File: config.mk
export PLATFORM = sky130hd
export DESIGN_NAME = img_col_feeder_flat
export DESIGN_NICKNAME = d
export VERILOG_FILES = /design/src/rtl/img_col_feeder_if.sv /design/src/rtl/img_col_feeder.sv /design/src/flat_wrapper.sv
export SDC_FILE = /design/constraint.sdc
export NUM_CORES = 1
export LEC_CHECK = 0
export CAP_MARGIN = 20
export CORE_UTILIZATION = 26
export DETAILED_ROUTE_END_ITERATION = 10
export PLACE_DENSITY = 0.41
export SYNTH_ARGS = -nofsm -noshare
export SYNTH_HDL_FRONTEND = slang
export SYNTH_SLANG_ARGS = --single-unit
File: constraint.sdc
create_clock -name clk -period 4.5 [get_ports clk]
set_clock_uncertainty 0.15 [all_clocks]
set_input_delay 0.9 -clock clk [delete_from_list [all_inputs] [get_ports clk]]
set_output_delay 0.9 -clock clk [all_outputs]
set_load 0.01 [all_outputs]
File: src/rtl/img_col_feeder_if.sv
// Bus bundle between the column feeder, its pixel memory and the downstream window register.
interface img_col_feeder_if #(
    parameter int AW  = 16,
    parameter int K_H = 3
);
    logic                  mem_rd_en;
    logic [AW-1:0]         mem_addr;
    logic [7:0]            mem_rdata;
    logic [K_H-1:0][7:0]   col_data;
    logic                  col_load;
    logic                  col_clear;
    logic                  col_ready;
    logic                  win_valid;

    modport master (
        output mem_rd_en, mem_addr, col_data, col_load, col_clear, win_valid,
        input  mem_rdata, col_ready
    );

    modport slave (
        input  mem_rd_en, mem_addr, col_data, col_load, col_clear, win_valid,
        output mem_rdata, col_ready
    );
endinterface

File: src/rtl/img_col_feeder.sv
// Walks an image band by band, reading K_H pixels per column and handing each
// assembled column to a circular window register with a ready/load handshake.
module img_col_feeder #(
    parameter int IMG_H = 8,
    parameter int IMG_W = 8,
    parameter int K_H   = 3,
    parameter int K_W   = 3,
    parameter int AW    = 16
) (
    input  logic              clk,
    input  logic              rst,
    input  logic              start,
    output logic              busy,
    output logic              done,
    img_col_feeder_if.master  bus
);
    localparam int CW = (IMG_W > 1) ? $clog2(IMG_W) : 1;
    localparam int RW = (IMG_H - K_H + 1 > 1) ? $clog2(IMG_H - K_H + 1) : 1;
    localparam int FW = (K_H > 1) ? $clog2(K_H) : 1;

    typedef enum logic [2:0] {IDLE, CLR, FETCH, WAIT, EMIT, FIN} state_t;

    state_t               state;
    logic [RW-1:0]        band_row;
    logic [CW-1:0]        col;
    logic [FW-1:0]        fetch_idx;
    logic [AW-1:0]        row_base;
    logic                 rd_pend;
    logic [FW-1:0]        rd_idx;
    logic                 mem_rd_en;
    logic [AW-1:0]        mem_addr;
    logic [K_H-1:0][7:0]  col_data;
    logic                 col_clear;
    logic                 col_load;

    // The load must follow col_ready in the same cycle, so it is decoded from state.
    assign col_load      = (state == EMIT) && bus.col_ready;
    assign bus.col_load  = col_load;
    assign bus.win_valid = col_load && (col >= CW'(K_W - 1));
    assign bus.mem_rd_en = mem_rd_en;
    assign bus.mem_addr  = mem_addr;
    assign bus.col_data  = col_data;
    assign bus.col_clear = col_clear;

    always_ff @(posedge clk) begin
        if (rst) begin
            state     <= IDLE;
            band_row  <= '0;
            col       <= '0;
            fetch_idx <= '0;
            row_base  <= '0;
            rd_pend   <= 1'b0;
            rd_idx    <= '0;
            mem_rd_en <= 1'b0;
            mem_addr  <= '0;
            col_data  <= '0;
            col_clear <= 1'b0;
            busy      <= 1'b0;
            done      <= 1'b0;
        end else begin
            done      <= 1'b0;
            col_clear <= 1'b0;

            // Read data returns one cycle after issue; track which element it belongs to.
            if (rd_pend)
                col_data[rd_idx] <= bus.mem_rdata;
            rd_pend <= mem_rd_en;
            rd_idx  <= fetch_idx;

            case (state)
                IDLE: begin
                    if (start) begin
                        state     <= CLR;
                        busy      <= 1'b1;
                        col_clear <= 1'b1;
                        band_row  <= '0;
                        col       <= '0;
                        row_base  <= '0;
                    end
                end
                CLR: begin
                    state     <= FETCH;
                    mem_rd_en <= 1'b1;
                    mem_addr  <= row_base + AW'(col);
                    fetch_idx <= '0;
                end
                FETCH: begin
                    if (fetch_idx == FW'(K_H - 1)) begin
                        state     <= WAIT;
                        mem_rd_en <= 1'b0;
                    end else begin
                        fetch_idx <= fetch_idx + FW'(1);
                        mem_addr  <= mem_addr + AW'(IMG_W);
                    end
                end
                WAIT: begin
                    state <= EMIT;
                end
                EMIT: begin
                    if (bus.col_ready) begin
                        if (col != CW'(IMG_W - 1)) begin
                            col       <= col + CW'(1);
                            state     <= FETCH;
                            mem_rd_en <= 1'b1;
                            mem_addr  <= row_base + AW'(col) + AW'(1);
                            fetch_idx <= '0;
                        end else if (band_row != RW'(IMG_H - K_H)) begin
                            band_row  <= band_row + RW'(1);
                            col       <= '0;
                            row_base  <= row_base + AW'(IMG_W);
                            state     <= CLR;
                            col_clear <= 1'b1;
                        end else begin
                            state <= FIN;
                            done  <= 1'b1;
                        end
                    end
                end
                FIN: begin
                    state <= IDLE;
                    busy  <= 1'b0;
                end
                default: begin
                    state <= IDLE;
                    busy  <= 1'b0;
                end
            endcase
        end
    end
endmodule

File: src/flat_wrapper.sv
// flat-port wrapper written by rule: the top's interface ports become plain ports
module img_col_feeder_flat 
#(
    parameter int IMG_H = 8,
    parameter int IMG_W = 8,
    parameter int K_H   = 3,
    parameter int K_W   = 3,
    parameter int AW    = 16
)
  (clk, rst, start, busy, done, bus_mem_rd_en, bus_mem_addr, bus_col_data, bus_col_load, bus_col_clear, bus_win_valid, bus_mem_rdata, bus_col_ready);
  img_col_feeder_if #(.AW(AW), .K_H(K_H)) bus_i ();
  input  logic clk;
  input  logic rst;
  input  logic start;
  output logic busy;
  output logic done;
  output wire logic [$bits(bus_i.mem_rd_en)-1:0] bus_mem_rd_en;
  output wire logic [$bits(bus_i.mem_addr)-1:0] bus_mem_addr;
  output wire logic [$bits(bus_i.col_data)-1:0] bus_col_data;
  output wire logic [$bits(bus_i.col_load)-1:0] bus_col_load;
  output wire logic [$bits(bus_i.col_clear)-1:0] bus_col_clear;
  output wire logic [$bits(bus_i.win_valid)-1:0] bus_win_valid;
  input wire logic [$bits(bus_i.mem_rdata)-1:0] bus_mem_rdata;
  input wire logic [$bits(bus_i.col_ready)-1:0] bus_col_ready;
  assign bus_mem_rd_en = bus_i.mem_rd_en;
  assign bus_mem_addr = bus_i.mem_addr;
  assign bus_col_data = bus_i.col_data;
  assign bus_col_load = bus_i.col_load;
  assign bus_col_clear = bus_i.col_clear;
  assign bus_win_valid = bus_i.win_valid;
  assign bus_i.mem_rdata = bus_mem_rdata;
  assign bus_i.col_ready = bus_col_ready;
  img_col_feeder #(.IMG_H(IMG_H), .IMG_W(IMG_W), .K_H(K_H), .K_W(K_W), .AW(AW)) u_core (.clk(clk), .rst(rst), .start(start), .busy(busy), .done(done), .bus(bus_i));
endmodule
# --- Word level (Yosys, flattened, before mapping) ---
# Cells that the tools add are included.
word_totals:
  ff_bits: 74
  in_bits: 12
  out_inout_bits: 46
  word_cells: 100
classes:
  addsub: 7
  magnitude_cmp: 3
  eq_ne: 15
  muxes: 43
  bitwise_logic: 3
  n_reduce_logical: 14
op_table:
  columns: ["cell", "count"]
  rows:
  - ["16-bit two-way mux", 7]
  - ["16-bit one-hot mux with 3 select lines", 1]
  - ["3-bit two-way mux", 12]
  - ["16-bit by 4-bit adder with 16-bit output, second input constant", 2]
  - ["16-bit one-hot mux with 2 select lines", 1]
  - ["24-bit bitwise mux", 1]
  - ["16-bit by 1-bit adder with 16-bit output, second input constant", 1]
  - ["16-bit by 3-bit adder with 16-bit output", 1]
  - ["8-bit demux with 2-bit select", 1]
  - ["3-bit one-hot mux with 5 select lines", 1]
  - ["2-bit inequality test, second input constant", 6]
  - ["3-bit one-hot mux with 2 select lines", 2]
  - ["4-bit AND reduction", 3]
  - ["1-bit two-way mux", 9]
  - ["3-bit inequality test, second input constant", 3]
  - ["8-bit two-way mux", 1]
  - ["4-bit OR reduction", 2]
  - ["3-bit by 1-bit adder with 3-bit output, second input constant", 2]
  - ["3-bit by 2-bit equality test with 1-bit output, second input constant", 2]
  - ["2-bit two-way mux", 3]
  - ["2-bit one-hot mux with 3 select lines", 1]
  - ["5-bit AND reduction", 1]
  - ["1-bit one-hot mux with 2 select lines", 2]
  - ["3-bit by 1-bit equality test with 1-bit output, second input constant", 1]
  - ["other kinds (15)", 19]

# --- Depth between registers and ports, before layout ---
# Gate-level depths: netlist of the first run.
depth:
  depth_word: 5
  mapped_depth: 8

# --- Worst setup path after synthesis of the first run ---
# OpenSTA, ideal clock, no wires.
synth_timing:
  kind: "register to output"
  start: "reg u_core.state[2]"
  end: "out bus_win_valid"
  arrival_time_ps: 1426
  setup_slack_ps: 2024
  stages_incl_launch_ff: 5
  path_buffers: 1
  path_cell_list: "dfxtp_1 -> buf_2 -> nor3b_2 -> and2_1 -> o31a_1"
synth_via:
  elab_chain_len: 3
synth_rtl:
  columns: ["element", "line", "text"]
  rows:
  - ["from (decl)", "img_col_feeder.sv:23", "state_t state;"]
  - ["from (signal assigned)", "img_col_feeder.sv:47", "state <= IDLE;"]
  - ["from (signal assigned)", "img_col_feeder.sv:73", "state <= CLR;"]
  - ["from (signal assigned)", "img_col_feeder.sv:82", "state <= FETCH;"]
  - ["3-bit equality test", "img_col_feeder.sv:37", "assign col_load = (state == EMIT) && bus.col_ready;"]
  - ["1-bit logical AND", "img_col_feeder.sv:37", null]
  - ["via bus_col_load", "flat_wrapper.sv:20", "output wire logic [$bits(bus_i.col_load)-1:0] bus_col_load;"]
  - ["1-bit logical AND", "img_col_feeder.sv:39", "assign bus.win_valid = col_load && (col >= CW'(K_W - 1));"]
  - ["to (decl)", "flat_wrapper.sv:22", "output wire logic [$bits(bus_i.win_valid)-1:0] bus_win_valid;"]
# The timed path passes the listed nets, and every way through them passes these cells.

# --- Worst setup path after layout of the first run ---
layout_timing:
  start: "in bus_col_ready"
  end: "out bus_win_valid"
layout_via:
  elab_chain_len: 2
layout_rtl:
  columns: ["element", "line", "text"]
  rows:
  - ["from (decl)", "flat_wrapper.sv:24", "input wire logic [$bits(bus_i.col_ready)-1:0] bus_col_ready;"]
  - ["1-bit logical AND", "img_col_feeder.sv:37", null]
  - ["1-bit logical AND", "img_col_feeder.sv:39", null]
# Every way passes these cells.

==> results of run 1 <==
-- logic make-up (layout without fill, tap and decap cells) --
kind of cell / Yosys count / after routing / share of synthesized area (%)
DFF: 71 / 71 / 38.1
muxes: 32 / 32 / 8.69
xor gates and xnor gates: 17 / 17 / 3.99
and+or+nand+nor: 186 / 186 / 25.4
adders and majority gates: 9 / 9 / 3.02
buffers and inverters: 44 / 92 / 4.90
AOI/OAI and AO/OA: 85 / 85 / 15.9
-- path summary, 6_finish.rpt --
kind                            start                   to  depth (start not counted)  slack (ns)
setup / recovery        bus_col_ready        bus_win_valid                          4        1.04
hold / removal    u_core.fetch_idx[0]     u_core.rd_idx[0]                          2        0.33
setup reg to reg      u_core.state[1]  u_core.row_base[14]                          5        1.43
hold reg to reg   u_core.fetch_idx[0]     u_core.rd_idx[0]                          2        0.33
-- layout make-up --
type                       count  area, sq um
fill                        1448         9230
inverter                      14         52.6
clock inverter                 5         33.8
multi-input combinational    329         2120
timing repair buffer          62          603
sequential                    71         1420
clock buffer                  11          243
tap                          180          225
-- worst max-delay path, delay by kind of cell --
| kind | cells | cell delay, ns |
|---|---|---|
| compound gates | 1 | 0.14 |
| buf+inv | 2 | 1.15 |
| simple gates | 1 | 0.22 |
-- flip-flops by register name (all words and copies together), names as in the netlist --
register,count
u_core.col,3
u_core.band_row,3
u_core.rd_idx,2
u_core.bus.col_data,24
u_core.row_base,13
u_core.bus.col_clear,1
u_core.state,3
u_core.bus.mem_addr,16
u_core.rd_pend,1
u_core.done,1
u_core.bus.mem_rd_en,1
u_core.busy,1
u_core.fetch_idx,2
-- routing by layer --
| metal | track usage [%] | up-vias | part of all wire [%] |
|---|---|---|---|
| li1 | - | 1688 | - |
| met1 | 21.8 | 1578 | 51 |
| met2 | 22.9 | 53 | 44 |
| met3 | 2.72 | 10 | 3.1 |
| met4 | 7.18 | 0 | 1.8 |
| met5 | 0 | - | 0 |
-- where the power goes --
part	internal, W	leakage (nW)	total (W)	switching, W
Sequential	0.000694	0.575	0.000790	0.0000953
Combinational	0.000258	0.959	0.000580	0.000322
Clock	0.000387	0.132	0.000668	0.000281
Total	0.00134	1.67	0.00204	0.000698
-- through the flow --
step / cell area, sq um / cells / hold WS [ns]
after floorplan: 3730 / 444 / 0.300
after global placement: 4430 / 656 / 0.321
after detailed placement: 4430 / 656 / 0.325
after CTS: 4700 / 672 / 0.333
after global routing: 4700 / 672 / 0.363
final: 4700 / 672 / 0.333
-- layout by cell type (no fill, tap or decap), types with 5 or more instances in the layout --
master	instances
a211oi_1	5
a21oi_1	27
and4_1	5
buf_4	5
clkbuf_16	9
clkdlybuf4s50_1	56
dfxtp_1	71
ha_1	9
inv_1	13
mux2i_1	29
nand2_1	30
nand2b_1	9
nand3_1	8
nand4_1	13
nor2_1	66
nor3_1	18
nor4_1	6
o21ai_0	10
o22ai_1	5
or3_1	5
xnor2_1	12
xor2_1	5
==> flow_summary.ini, run 1 <==
[die]
rows = 43
fp.dieW_um = 122
die_area_sq_um = 14800
core_area_sq_um = 13900
ios = 58
floorplan.initialDensity_pct = 26.8
die_y_um = 122

[sta]
fin_crit_sh_pct = 76.9
timing.slew.headroom_pct = 33.9
tns_ns = 0
layout_setup_ws_ns = 1.04
finalSetupViolCount = 0
finalMaxSlewViolations = 0
grt_setup_unrepaired = false
min_period_ns = 3.46
hold_viol_final = 0
fmaxAchievable_mhz = 289
worst_pin_slew_ns = 0.988

[critical_path]
path_cells = clkdlybuf4s50_1 > and2_1 > o31a_1 > clkdlybuf4s50_1
critPathRequiredTime_ns = 3.45
worstSetupStartpointType = primary input
path_common_cell = clkdlybuf4s50_1
crit_fanout = 6
crit_path_max_incr_delay_ns = 0.62
cp.arrival_ns = 2.41
crit_type = in2out
crit_slowest_cell = clkdlybuf4s50_1
critPathCaptureType = output pin

[routing]
dr.pass1.iters = 6
drt_iter0_drc = 202
routedWlPerCell_um = 16.2
drtAntennaViolNets = 0
vias = 3329
vias_per_cell = 4.95
finalWirelength_mm = 10.9
route.detailed.drc = 0

[logic_synthesis]
synth_fp_nets = 465
synth_top_area_cell = dfxtp_1
synthTopCellsByCount = dfxtp_1 (71), nor2_1 (66), nand2_1 (30), mux2i_1 (29), a21oi_1 (27)
ys_seq_area_share_pct = 38.1
ys_warn_count = 0
yosysMostFrequentCell = dfxtp_1
synth_area_per_cell_sq_um = 8.40
synth_top_flop_cell = dfxtp_1
ys_types = 65
syn_area_sq_um = 3730
synth_top_area_share_pct = 38.1
synth_edf_count = 0
yosys-top-cells-area = dfxtp_1 (38%), mux2i_1 (7.8%), nor2_1 (6.6%), a21oi_1 (3.6%), ha_1 (3.0%)
synth-async-reset-ratio_pct = 0
syn_inst = 444
synth-seq-cells = 71

[placed_design]
pre_cts_slack_ns = 1.06
place_congestion = 0.750
post-dp-hpwl_mm = 7.74
io_buffer_count = 57

[outcome]
status = completed

[power_and_ir_drop]
power.leakage_nw = 1.67
finalPower_w = 0.00204
powerDensity_nw_per_um2 = 433
ir_drop_v = 0.000230

[clock_network]
cts_sinks = 71
root_buffer = clkbuf_16
ctsHtreeMaxLevel = 3
cts_resized = 0
cts_setup_buffers = 0
cts.path.max_buffers = 2
clk_pin_slew_ns = 0.06
tritoncts = built
numCtsBuffers = 9
hold_buffers = 0
clock_latency_ns = 0.34

[cells_and_area]
diodes = 0
area_delta_synth_final_pct = 26.1
final_nets = 508
drive_gt1_share_pct = 6.91
finish.utilization_pct = 33.8

[global_route]
grt_pass1_wl_mm = 17.5
overflow = 0
grt_max_degree = 34
grt_pass1_vias = 3196
grt.total_usage_pct = 15.5
antenna_found_initial = 0

[flow_run]
cap_violations = 0

[worst_hold_path]
hold_class = reg2reg
(Power assumes the default switching activity.)
==> run 2: changes to the inputs <==
clock period = 3.4 ns   (was 4.5 ns; I/O delays follow)
==> flow_summary.ini, run 2 (same netlist as run 1, synthesis figures left out) <==
[outcome]
status = completed

[sta]
fin_crit_sh_pct = 83.3
finalSetupViolCount = 0
hold_viol_final = 0
fmaxAchievable_mhz = 353
min_period_ns = 2.83
layout_setup_ws_ns = 0.569
tns_ns = 0
worst_pin_slew_ns = 0.879
finalMaxSlewViolations = 0
grt_setup_unrepaired = false
timing.slew.headroom_pct = 41.4

[clock_network]
cts.path.max_buffers = 2
hold_buffers = 0
cts_sinks = 71
numCtsBuffers = 9
tritoncts = built
cts_resized = 0
clock_latency_ns = 0.33
ctsHtreeMaxLevel = 3
cts_setup_buffers = 0
clk_pin_slew_ns = 0.06
root_buffer = clkbuf_16

[die]
rows = 43
die_y_um = 122
floorplan.initialDensity_pct = 26.8
fp.dieW_um = 122
die_area_sq_um = 14800
core_area_sq_um = 13900
ios = 58

[routing]
route.detailed.drc = 0
met3_length_um = 427
vias = 3481
dr.pass1.iters = 5
routedWlPerCell_um = 16.4
wl_met2_mm = 5.02
vias_per_cell = 5.14
top_layer_used = met4
drt_iter0_drc = 181
met1_length_mm = 5.54
drtAntennaViolNets = 0
finalWirelength_mm = 11.1

[global_route]
overflow = 0
grt.total_usage_pct = 15.4
grt_pass1_wl_mm = 17.5
grt_pass1_vias = 3164
antenna_found_initial = 0
grt_max_degree = 46

[power_and_ir_drop]
powerDensity_nw_per_um2 = 597
ir_drop_v = 0.000217
power.leakage_nw = 1.71

[cells_and_area]
top_regs = u_core.bus.col_data (24), u_core.bus.mem_addr (16), u_core.row_base (13)
drive_gt1_share_pct = 7.85
layout_common_cells = dfxtp_1 (71), nor2_1 (66), clkdlybuf4s50_1 (56)
instances_no_fill = 677
final_nets = 513
diodes = 0
area_delta_synth_final_pct = 28.4
top_register = u_core.bus.col_data
mostFrequentLayoutCell = dfxtp_1
largest_reg_flops = 24

[placed_design]
pre_cts_slack_ns = 0.569
post-dp-hpwl_mm = 7.90
io_buffer_count = 57
place_congestion = 0.754
placed_cells = 661

[critical_path]
crit_slowest_cell = dfxtp_1
critPathRequiredTime_ns = 2.57
path_cells = nor3b_2 > and2_1 > o31a_1 > clkdlybuf4s50_1
crit_path_max_incr_delay_ns = 0.53
worstSetupStartpointType = flop
critical_path_depth = 4
cp_top_family = flip-flops
ff2ff_path_depth = 8
cp.arrival_ns = 2.00
rrSetupSlack_ns = 0.83
cp_num_buf_inv = 1
crit_type = reg2out
critPathCaptureType = output pin
crit_fanout = 10

[worst_hold_path]
hold_depth = 2
hold_class = reg2reg

[flow_run]
cap_violations = 0
## run 2: changes by cell type in the layout (fill, tap and decap cells not counted)
cell	change
buf_4	+5
bufinv_16	+2
clkinv_2	-1
clkinvlp_4	-1
## run 2: metrics by stage
stage | hold WS (ns) | util, % | total power, W | instance area [sq um]
after floorplan | 0.300 | - | 0.00156 | 3730
after global placement | 0.325 | 32.0 | 0.00185 | 4460
after detailed placement | 0.326 | 32.0 | 0.00186 | 4460
after CTS | 0.335 | 34.4 | 0.00289 | 4790
after global routing | 0.360 | 34.4 | 0.00303 | 4790
final | 0.328 | 34.4 | 0.00286 | 4790
## run 2: cell type report
type | count | area, sq um
Clock buffer | 11 | 243
Inverter | 14 | 52.6
Tap cell | 180 | 225
Fill cell | 1455 | 9150
Timing Repair Buffer | 67 | 641
Sequential cell | 71 | 1420
Multi-Input combinational cell | 329 | 2120
Clock inverter | 5 | 81.3
## run 2: worst paths after layout
kind | to | startpoint
worst max register to register | u_core.row_base[10] | u_core.col[1]
worst min register to register | u_core.rd_idx[0] | u_core.fetch_idx[0]
worst max-delay path | bus_win_valid | u_core.state[2]
worst min-delay path | u_core.rd_idx[0] | u_core.fetch_idx[0]
## run 2: tightest hold or removal path, cell delays in order (launching register included)
cell     delay (ns)
dfxtp_1        0.32
inv_1          0.08
nor2_1         0.04
## run 2: report_power, final
part           total, W  internal, W  switching [W]
Sequential     0.000999     0.000919      0.0000802
Combinational  0.000833     0.000355       0.000477
Clock           0.00103     0.000663       0.000364
Total           0.00286      0.00194       0.000922
## run 2: metal layers
layer  GRT usage [%]  vias to the layer above
li1                -                     1706
met1            22.1                     1679
met2            23.1                       87
met3            2.95                        9
met4            4.17                        0
met5               0                        -
